File: src/rtl/motor_pkg.sv
// Shared types for the motor PWM controller: command modes, channel FSM states and duty type.
package motor_pkg;

  typedef enum logic [1:0] {
    MODE_COAST = 2'b00,
    MODE_FWD   = 2'b01,
    MODE_REV   = 2'b10,
    MODE_BRAKE = 2'b11
  } mode_t;

  typedef enum logic [2:0] {
    ST_COAST = 3'd0,
    ST_DEAD  = 3'd1,
    ST_RUN_F = 3'd2,
    ST_RUN_R = 3'd3,
    ST_BRAKE = 3'd4
  } chan_state_t;

  localparam int DUTY_W = 8;
  typedef logic [DUTY_W-1:0] duty_t;

endpackage

File: src/rtl/motor_channel.sv
// One H-bridge channel: target latch, direction FSM with dead-time, duty ramp and registered pins.
module motor_channel
  import motor_pkg::*;
#(
  parameter int PWM_W     = 8,
  parameter int DEADTIME  = 16,
  parameter int RAMP_STEP = 4
) (
  input  logic             clk,
  input  logic             rst_n,
  input  logic [PWM_W-1:0] cnt,
  input  logic             wrap,
  input  logic             ld,
  input  mode_t            ld_mode,
  input  logic [PWM_W-1:0] ld_duty,
  input  logic             wd_coast,
  output logic             m_fwd,
  output logic             m_bwd,
  output chan_state_t      dbg_state
);

  localparam int DW = (DEADTIME > 1) ? $clog2(DEADTIME) : 1;
  // DEAD holds for DEADTIME cycles: counter runs DEADTIME-1 down to 0.
  localparam logic [DW-1:0]  DEAD_LOAD = DW'(DEADTIME - 1);
  localparam logic [PWM_W:0] STEP_X    = (PWM_W+1)'(RAMP_STEP);

  mode_t            tgt_mode;
  logic [PWM_W-1:0] tgt_duty;
  logic [PWM_W-1:0] cur_duty;
  logic [PWM_W-1:0] ramp_duty;
  logic [PWM_W:0]   cur_x;
  logic [PWM_W:0]   tgt_x;
  logic [DW-1:0]    dcnt;
  chan_state_t      state;
  logic             pwm_on;

  assign dbg_state = state;
  assign pwm_on    = cnt < cur_duty;

  // A command accepted on the watchdog expiry cycle never sees wd_coast.
  always_ff @(posedge clk or negedge rst_n) begin
    if (!rst_n) begin
      tgt_mode <= MODE_COAST;
      tgt_duty <= '0;
    end else if (ld) begin
      tgt_mode <= ld_mode;
      tgt_duty <= ld_duty;
    end else if (wd_coast) begin
      tgt_mode <= MODE_COAST;
    end
  end

  // One extra bit keeps the step arithmetic free of wrap-around.
  always_comb begin
    cur_x     = {1'b0, cur_duty};
    tgt_x     = {1'b0, tgt_duty};
    ramp_duty = cur_duty;
    if (tgt_x > cur_x) begin
      if (tgt_x - cur_x > STEP_X) ramp_duty = PWM_W'(cur_x + STEP_X);
      else                        ramp_duty = tgt_duty;
    end else if (cur_x > tgt_x) begin
      if (cur_x - tgt_x > STEP_X) ramp_duty = PWM_W'(cur_x - STEP_X);
      else                        ramp_duty = tgt_duty;
    end
  end

  always_ff @(posedge clk or negedge rst_n) begin
    if (!rst_n) begin
      state    <= ST_COAST;
      dcnt     <= '0;
      cur_duty <= '0;
      m_fwd    <= 1'b0;
      m_bwd    <= 1'b0;
    end else begin
      m_fwd <= ((state == ST_RUN_F) && pwm_on) || (state == ST_BRAKE);
      m_bwd <= ((state == ST_RUN_R) && pwm_on) || (state == ST_BRAKE);
      case (state)
        ST_COAST: begin
          if (tgt_mode != MODE_COAST) begin
            state <= ST_DEAD;
            dcnt  <= DEAD_LOAD;
          end
        end
        ST_DEAD: begin
          if (dcnt == '0) begin
            cur_duty <= '0;
            case (tgt_mode)
              MODE_FWD:   state <= ST_RUN_F;
              MODE_REV:   state <= ST_RUN_R;
              MODE_BRAKE: state <= ST_BRAKE;
              default:    state <= ST_COAST;
            endcase
          end else begin
            dcnt <= dcnt - 1'b1;
          end
        end
        ST_RUN_F: begin
          case (tgt_mode)
            MODE_FWD: if (wrap) cur_duty <= ramp_duty;
            MODE_COAST: begin
              state    <= ST_COAST;
              cur_duty <= '0;
            end
            default: begin
              state <= ST_DEAD;
              dcnt  <= DEAD_LOAD;
            end
          endcase
        end
        ST_RUN_R: begin
          case (tgt_mode)
            MODE_REV: if (wrap) cur_duty <= ramp_duty;
            MODE_COAST: begin
              state    <= ST_COAST;
              cur_duty <= '0;
            end
            default: begin
              state <= ST_DEAD;
              dcnt  <= DEAD_LOAD;
            end
          endcase
        end
        ST_BRAKE: begin
          case (tgt_mode)
            MODE_FWD, MODE_REV: begin
              state <= ST_DEAD;
              dcnt  <= DEAD_LOAD;
            end
            MODE_COAST: state <= ST_COAST;
            default: ;
          endcase
        end
        default: state <= ST_COAST;
      endcase
    end
  end

endmodule

File: src/rtl/motor_pwm_ctrl.sv
// N-channel H-bridge controller: shared PWM counter, command decode, command watchdog,
// and one motor_channel per bridge.
module motor_pwm_ctrl
  import motor_pkg::*;
#(
  parameter int NUM_MOTORS = 2,
  parameter int PWM_W      = 8,
  parameter int DEADTIME   = 16,
  parameter int RAMP_STEP  = 4,
  parameter int WDOG_CYC   = 2**20,
  localparam int MW = (NUM_MOTORS > 1) ? $clog2(NUM_MOTORS) : 1
) (
  input  logic                          clk,
  input  logic                          rst_n,
  input  logic                          cmd_valid,
  output logic                          cmd_ready,
  input  logic [MW-1:0]                 cmd_motor,
  input  logic [1:0]                    cmd_mode,
  input  logic [PWM_W-1:0]              cmd_duty,
  output logic [NUM_MOTORS-1:0]         m_fwd,
  output logic [NUM_MOTORS-1:0]         m_bwd,
  output logic                          wdog_trip,
  output chan_state_t [NUM_MOTORS-1:0]  dbg_state
);

  localparam logic [PWM_W-1:0] CNT_MAX = PWM_W'((2**PWM_W) - 2);
  localparam int               WW      = $clog2(WDOG_CYC + 1);
  localparam logic [WW-1:0]    WD_LAST = WW'(WDOG_CYC - 1);
  localparam logic [WW-1:0]    WD_HOLD = WW'(WDOG_CYC);
  localparam logic [MW:0]      NM      = (MW+1)'(NUM_MOTORS);

  logic [PWM_W-1:0]      cnt;
  logic                  wrap;
  logic                  accept;
  logic                  cmd_ok;
  logic                  wd_expire;
  logic [WW-1:0]         wd_cnt;
  logic [NUM_MOTORS-1:0] ld;

  // Handshake: a command transfers on any rising edge with cmd_valid && cmd_ready; the
  // command fields must be stable while cmd_valid is high. Commands for a non-existent
  // channel still transfer (and feed the watchdog) but are discarded, and cmd_ready drops
  // for the following cycle.
  assign accept    = cmd_valid & cmd_ready;
  assign cmd_ok    = {1'b0, cmd_motor} < NM;
  assign wrap      = cnt == CNT_MAX;
  assign wd_expire = !accept && (wd_cnt == WD_LAST);

  always_ff @(posedge clk or negedge rst_n) begin
    if (!rst_n)    cnt <= '0;
    else if (wrap) cnt <= '0;
    else           cnt <= cnt + 1'b1;
  end

  // After expiry the counter parks at WD_HOLD so the coast request fires once.
  always_ff @(posedge clk or negedge rst_n) begin
    if (!rst_n) begin
      cmd_ready <= 1'b1;
      wd_cnt    <= '0;
      wdog_trip <= 1'b0;
    end else begin
      cmd_ready <= !(accept && !cmd_ok);
      if (accept) begin
        wd_cnt    <= '0;
        wdog_trip <= 1'b0;
      end else if (wd_expire) begin
        wd_cnt    <= WD_HOLD;
        wdog_trip <= 1'b1;
      end else if (wd_cnt != WD_HOLD) begin
        wd_cnt <= wd_cnt + 1'b1;
      end
    end
  end

  always_comb begin
    ld = '0;
    for (int i = 0; i < NUM_MOTORS; i++) begin
      ld[i] = accept && cmd_ok && (cmd_motor == MW'(i));
    end
  end

  for (genvar g = 0; g < NUM_MOTORS; g++) begin : g_ch
    motor_channel #(
      .PWM_W     (PWM_W),
      .DEADTIME  (DEADTIME),
      .RAMP_STEP (RAMP_STEP)
    ) u_ch (
      .clk       (clk),
      .rst_n     (rst_n),
      .cnt       (cnt),
      .wrap      (wrap),
      .ld        (ld[g]),
      .ld_mode   (mode_t'(cmd_mode)),
      .ld_duty   (cmd_duty),
      .wd_coast  (wd_expire),
      .m_fwd     (m_fwd[g]),
      .m_bwd     (m_bwd[g]),
      .dbg_state (dbg_state[g])
    );
  end

endmodule
File: config.mk
export PLATFORM = sky130hd
export DESIGN_NAME = motor_pwm_ctrl
export DESIGN_NICKNAME = d
export VERILOG_FILES = /design/src/rtl/motor_pkg.sv /design/src/rtl/motor_channel.sv /design/src/rtl/motor_pwm_ctrl.sv
export SDC_FILE = /design/constraint.sdc
export NUM_CORES = 1
export LEC_CHECK = 0
export CAP_MARGIN = 20
export CORE_MARGIN = 4
export CORE_UTILIZATION = 40
export CTS_BUF_LIST = sky130_fd_sc_hd__clkbuf_16
export DETAILED_ROUTE_END_ITERATION = 10
export GPL_TIMING_DRIVEN = 0
export PLACE_DENSITY_LB_ADDON = 0.12
export SYNTH_ARGS = -nofsm -noshare
export SYNTH_HDL_FRONTEND = slang
export SYNTH_SLANG_ARGS = --single-unit
File: constraint.sdc
create_clock -name clk -period 7.6 [get_ports clk]
set_clock_uncertainty 0.05 [all_clocks]
set_input_delay 1.52 -clock clk [delete_from_list [all_inputs] [get_ports clk]]
set_output_delay 1.52 -clock clk [all_outputs]
set_load 0.01 [all_outputs]
Word level (Yosys, flattened, before mapping)
Index checks and enable logic that the tools add are counted.
W data, S select, Z words.
{ "op_classes": {"muxes": 53, "magnitude_cmp": 10, "n_bitwise": 1, "n_eq_ne": 39, "n_reduce_logical": 40, "addsub": 12} }
{ "op_table": {"columns": ["operator", "n"], "rows": [
  ["$mux W8", 13],
  ["$pmux W8 S2", 4],
  ["$mux W21", 3],
  ["$pmux W8 S3", 2],
  ["$mux W4", 10],
  ["$pmux W4 S5", 2],
  ["$gt A9 B3 Y1 const B", 4],
  ["$pmux W3 S2", 6],
  ["$sub A8 B8 Y9", 4],
  ["$gt A8 B8 Y1", 4],
  ["$pmux W3 S5", 2],
  ["$ne A2 B2 Y1 const B", 12],
  ["$add A21 B1 Y21 const B", 1],
  ["$eq A21 B20 Y1 const B", 1],
  ["$ne A21 B21 Y1 const B", 1],
  ["$ne A3 B3 Y1 const B", 6],
  ["$pmux W3 S3", 2],
  ["$add A8 B3 Y8 const B", 2],
  ["$lt A8 B8 Y1", 2],
  ["$sub A8 B3 Y8 const B", 2],
  ["$eq A3 B2 Y1 const B", 4],
  ["$mux W3", 4],
  ["$reduce_and A6 Y1", 2],
  ["$reduce_or A2 Y1", 6],
  ["other kinds (22)", 56]
]} }
{ "word_totals": {"out_inout_bits": 12, "register_bits": 84} }

Logic depth before layout (Yosys ltp)
{ "depth": {"word_depth": 8, "ltp_mapped": 13, "ltp_nobuf": 11} }

By module
A second synthesis with hierarchy kept.
{ "hier_totals": {"hier_cells": 783, "area_unflattened_um2": 6787.8} }
{ "modules_own_cells": {"columns": ["module", "cells_per_inst", "n_inst", "area_each_um2", "seq_area_each_um2"], "rows": [
  ["motor_channel at g_ch[0].u_ch", 306, 1, 2677.6, 675.6],
  ["motor_channel at g_ch[1].u_ch", 307, 1, 2512.4, 675.6],
  ["motor_pwm_ctrl", 170, 1, 1597.8, 750.7]
]} }

Worst setup path after synthesis
Ideal clock, no wire load.
{ "synth_timing": {"path_type": "register to register", "startpoint": "register g_ch[0].u_ch.cur_duty[4]", "endpoint": "register g_ch[0].u_ch.cur_duty[0]", "slack_ps": 4437, "required_time_ps": 7429, "stages_incl_launch_ff": 12, "arrival_ps": 2992, "n_path_buf": 3, "path_cell_list": "dfrtp_1 clkbuf_1 inv_1 ha_1 buf_4 a2111oi_2 a211oi_1 or4b_1 buf_2 mux2_4 a21o_1 a22o_1"} }
{ "synth_between": {"elab_chain_cells": 8, "word_cells_on_any_way": 14, "cone_classes": "add/sub: 2; order compare: 4; mux: 8"} }
{ "synth_rtl": {"columns": ["element", "line_no", "source"], "rows": [
  ["from (decl)", "motor_channel.sv:29", "logic [PWM_W-1:0] cur_duty;"],
  ["from (signal assigned)", "motor_channel.sv:99", "MODE_FWD: if (wrap) cur_duty <= ramp_duty;"],
  ["from (signal assigned)", "motor_channel.sv:112", "MODE_REV: if (wrap) cur_duty <= ramp_duty;"],
  ["$sub A8 B8 Y9", "motor_channel.sv:62", "if (cur_x - tgt_x > STEP_X) ramp_duty = PWM_W'(cur_x - STEP_X);"],
  ["$gt A9 B3 Y1", "motor_channel.sv:62", null],
  ["$mux W8", "motor_channel.sv:62", null],
  ["$mux W8", "motor_channel.sv:61", "end else if (cur_x > tgt_x) begin"],
  ["$mux W8 (*)", "motor_channel.sv:58", "if (tgt_x > cur_x) begin"],
  ["$mux W8 (*)", "motor_channel.sv:99, motor_channel.sv:112", null],
  ["$pmux W8 S2 (on tied branches)", "motor_channel.sv:111, motor_channel.sv:98", null],
  ["$pmux W8 S3 (*)", "motor_channel.sv:77", "case (state)"]
]} }
Mark *: on every way between the ends. The rest lies on a longest branch, timed or not.
A chain may end at the register's enable or synchronous reset.

Worst setup path after layout
{ "layout_timing": {"startpoint": "register g_ch[1].u_ch.cur_duty[4]", "endpoint": "register g_ch[1].u_ch.cur_duty[2]"} }
{ "layout_between": {"elab_chain_cells": 8, "word_cells_on_any_way": 14, "cone_classes": "add/sub: 2; order compare: 4; mux: 8"} }
{ "layout_rtl": {"columns": ["element", "line_no"], "rows": [
  ["from (decl)", "motor_channel.sv:29"],
  ["from (signal assigned)", "motor_channel.sv:99"],
  ["from (signal assigned)", "motor_channel.sv:112"],
  ["$sub A8 B8 Y9", "motor_channel.sv:62"],
  ["$gt A9 B3 Y1", "motor_channel.sv:62"],
  ["$mux W8", "motor_channel.sv:62"],
  ["$mux W8", "motor_channel.sv:61"],
  ["$mux W8 (*)", "motor_channel.sv:58"],
  ["$mux W8 (*)", "motor_channel.sv:99, motor_channel.sv:112"],
  ["$pmux W8 S2 (on tied branches)", "motor_channel.sv:111, motor_channel.sv:98"],
  ["$pmux W8 S3 (*)", "motor_channel.sv:77"]
]} }
Marked as above.

==> results.txt <==
Status - finished, final reports clean
Warnings from Yosys - 0
Die area - 0.01871 mm2
Post-DP HPWL - 12440 um
DR vias/cell - 5.485
Die width - 136.8 um
Top-area cell type share of the netlist area - 31.68%
First-pass GRT wire length - 27190 um
Hold path start - g_ch[1].u_ch.dcnt[0]
Synth cell types - 74
EDFF count, synth - 0
Syn avg cell area - 8.474 um2
Post-synthesis sequential area ratio - 31.68%
CTS Root Cell - clkbuf_16
# port buffers - 23
Total power per unit cell area - 187.0 mW/mm2
DRC viols - 0
Post-synthesis compound-gate area fraction - 20.29%
WHS Endpoint - g_ch[1].u_ch.dcnt[0]
First-pass detailed-route iteration total - 5
HP Class - reg -> reg
Via Count - 5699
R2R Path End - g_ch[1].u_ch.cur_duty[2]
Count of state elements after synthesis - 84
Critical Path Start Type - register
Ys flop type - dfrtp_1
Share of cells above drive strength 1 - 6.440%
Placed cell count - 1023
Gpl congestion - 0.8932
Starting Density - 41.32%
Area leader, netlist - dfrtp_1
Hold depth - 1
CP Launch Point - g_ch[1].u_ch.cur_duty[4]
Main combinational cell family by area after synthesis - simple AND/OR/NAND/NOR gates
Max Cap Viol - 0
Final min period - 3.858 ns
Post-Synth Adder-Cell Area - 13.24%
Vias in the first global route - 5427
GRT Util Overall - 18.07%
Final hold violations - 0
Fillers - 1551
Fin nets - 902
Slew margin rel. - 50.87%
Die Height - 136.8 um
Worst EP arrival - 4.06 ns
Wire length per cell - 15.55 um
Diodes inserted - 0
Drt total wl - 16160 um
Fmax - 259.2 MHz
Largest net degree at the start of global routing - 72
CP Class - reg -> reg
Post-CTS resize count - 0
Worst-Margin Slew - 0.7370 ns
GRT overflow - 0
Required time worst endpoint - 7.81 ns
Post-synthesis xor/xnor area fraction - 5.148%
Post-Syn Area - 0.006635 mm2
Slew Limit Fails - 0
Buffer depth of the longest clock path - 2
Final Cycle Share - 50.77%
Std-Cell Core Area - 0.01606 mm2
H-Tree Depth - 3
Non-Filler Instances - 1039
CTS sink count - 84
Worst Path Max Fanout - 10
TNS Setup - 0 ns
CTS tree - done
Synth top area cells - dfrtp_1 (32%), ha_1 (13%), nor2_1 (4.8%)
Hold_buf cts - 0
FF-to-FF setup slack - 3.74 ns
CTS buffer count - 9
Initial DRC Count - 323
Setup-failing EPs final - 0
Cells after Synth - 783
Reg2reg start - g_ch[1].u_ch.cur_duty[4]
Post-Synth Simple-Gate Area - 20.82%
Worst r2r path cells - 12
FP Rows - 46
Worst-skew pair later-pin latency - 0.35 ns
Initial antenna violation count - 0
Crit end category - register
Synth async-reset ratio - 100.0%
Max VDD drop - 109.2 uV
DRT antenna net count - 0
Boundary Pins - 26
RSZ-0062 raised after global routing - false
Static Leak - 3.318 nW
Post-CTS Setup Repair Bufs - 0
Post-synth net total - 866
Area Growth Syn to Fin - 12.37%
Mux contribution to synthesized area - 3.432%
Worst-path clk slew - 0.06 ns
==> placed cells by master (no fill, tap or decap), types with 9 or more instances in the layout <==
cell and n:
nand2b_1 13, a31oi_1 11, clkdlybuf4s50_1 22, nor2_1 85, o21ai_0 47, ha_1 67, and2_1 9, xnor2_1 20
nand3_1 26, nand2_1 67, mux2i_1 10, xor2_1 19, clkbuf_16 9, nor2b_1 16, clkbuf_1 19, a21o_1 14
nor3_1 20, dfrtp_1 84, a21oi_1 42, inv_1 54, and3_1 9, o31ai_1 13, mux2_2 10
==> power by group <==
group / internal (mW) / switching (mW) / total, mW
clock: 0.253 / 0.182 / 0.436
combinational: 0.173 / 0.254 / 0.427
sequential: 0.488 / 0.0441 / 0.532
==> synthesized netlist by cell type (all sizes together), types with 5 or more instances <==
| master | instances |
|---|---|
| mux2i | 10 |
| a2111oi | 6 |
| a211o | 5 |
| nor4 | 6 |
| buf | 13 |
| ha | 67 |
| nand2 | 67 |
| xnor2 | 20 |
| or3 | 5 |
| a21oi | 42 |
| and3 | 9 |
| a22o | 6 |
| o22ai | 6 |
| nor2b | 17 |
| o31ai | 13 |
| o21ai | 49 |
| and2 | 9 |
| nand3 | 26 |
| nand2b | 13 |
| inv | 54 |
| o221ai | 7 |
| a31oi | 11 |
| nand4 | 5 |
| nor3 | 20 |
| a211oi | 7 |
| clkbuf | 19 |
| xor2 | 19 |
| dfrtp | 84 |
| a21o | 14 |
| nor2 | 85 |
| mux2 | 11 |
==> routing by layer <==
layer / global-route usage (%) / wire length, um / up-vias
met4: 3.381 / 176 / 0
met2: 29.49 / 7620 / 105
met3: 3.566 / 503 / 16
li1: - / - / 2850
met1: 25.19 / 7857 / 2728
met5: 0 / 0 / -
==> cell type report <==
class	count	area, um2	area share [%]
Buffer	32	151.4	2.031
Clock buffer	9	225.2	3.021
Clock inverter	6	65.06	0.8726
Inverter	54	202.7	2.719
Multi-Input combinational cell	613	4179	56.05
Sequential cell	84	2102	28.19
Tap cell	216	270.3	3.625
Timing Repair Buffer	25	260.3	3.491
==> worst max path at each step <==
stage / slack [ns] / depth (start not counted) / endpoint
floorplan: 4.44 / 11 / g_ch[0].u_ch.cur_duty[0]
detailed placement: 3.81 / 12 / g_ch[1].u_ch.cur_duty[2]
global placement: 1.91 / 1 / g_ch[1].u_ch.cur_duty[0]
global route: 3.38 / 11 / g_ch[1].u_ch.cur_duty[2]
finish: 3.74 / 12 / g_ch[1].u_ch.cur_duty[2]
CTS: 3.78 / 12 / g_ch[1].u_ch.cur_duty[2]
==> sequential cells by signal, indices dropped and copies added, names as in the netlist <==
register and count:
g_ch.u_ch.cur_duty 16, wdog_trip 1, g_ch.u_ch.dcnt 8, g_ch.u_ch.m_fwd 2, g_ch.u_ch.tgt_duty 16, wd_cnt 21
g_ch.u_ch.tgt_mode 4, g_ch.u_ch.dbg_state 6, cnt 8, g_ch.u_ch.m_bwd 2
==> cell families (layout without fill, tap and decap cells) <==
| family | Yosys count | count (layout) |
|---|---|---|
| fa+ha+maj | 69 | 69 |
| other cells | 1 | 1 |
| simple gates | 283 | 283 |
| buf+inv | 86 | 126 |
| flops | 84 | 84 |
| compound gates | 200 | 200 |
| mux | 21 | 21 |
| xor+xnor | 39 | 39 |
==> critical path, cell delays in order, from the launching register on <==
cell and delay (ns):
dfrtp_1 0.35, clkbuf_1 0.28, inv_1 0.22, ha_1 0.32, clkbuf_1 0.35, inv_1 0.10
o21ai_0 0.10, o221ai_1 0.13, or3b_1 0.42, a311oi_2 0.67, mux2i_1 0.31, nand3b_1 0.24
a211oi_1 0.22
==> metrics by stage <==
step	total power, mW	worst slack (ns)	hold slack (ns)	cell area [um2]	util [%]
2_1_floorplan	0.8377	4.437	0.4124	6635	-
3_3_place_gp	0.9425	1.915	0.4277	7136	44.44
3_5_place_dp	0.9593	3.813	0.4425	7161	44.59
4_1_cts	1.409	3.779	0.4504	7451	46.40
5_1_grt	1.500	3.382	0.4774	7456	46.43
6_report	1.395	3.742	0.4484	7456	46.43
Note: power is estimated with default switching activity, not from simulation.
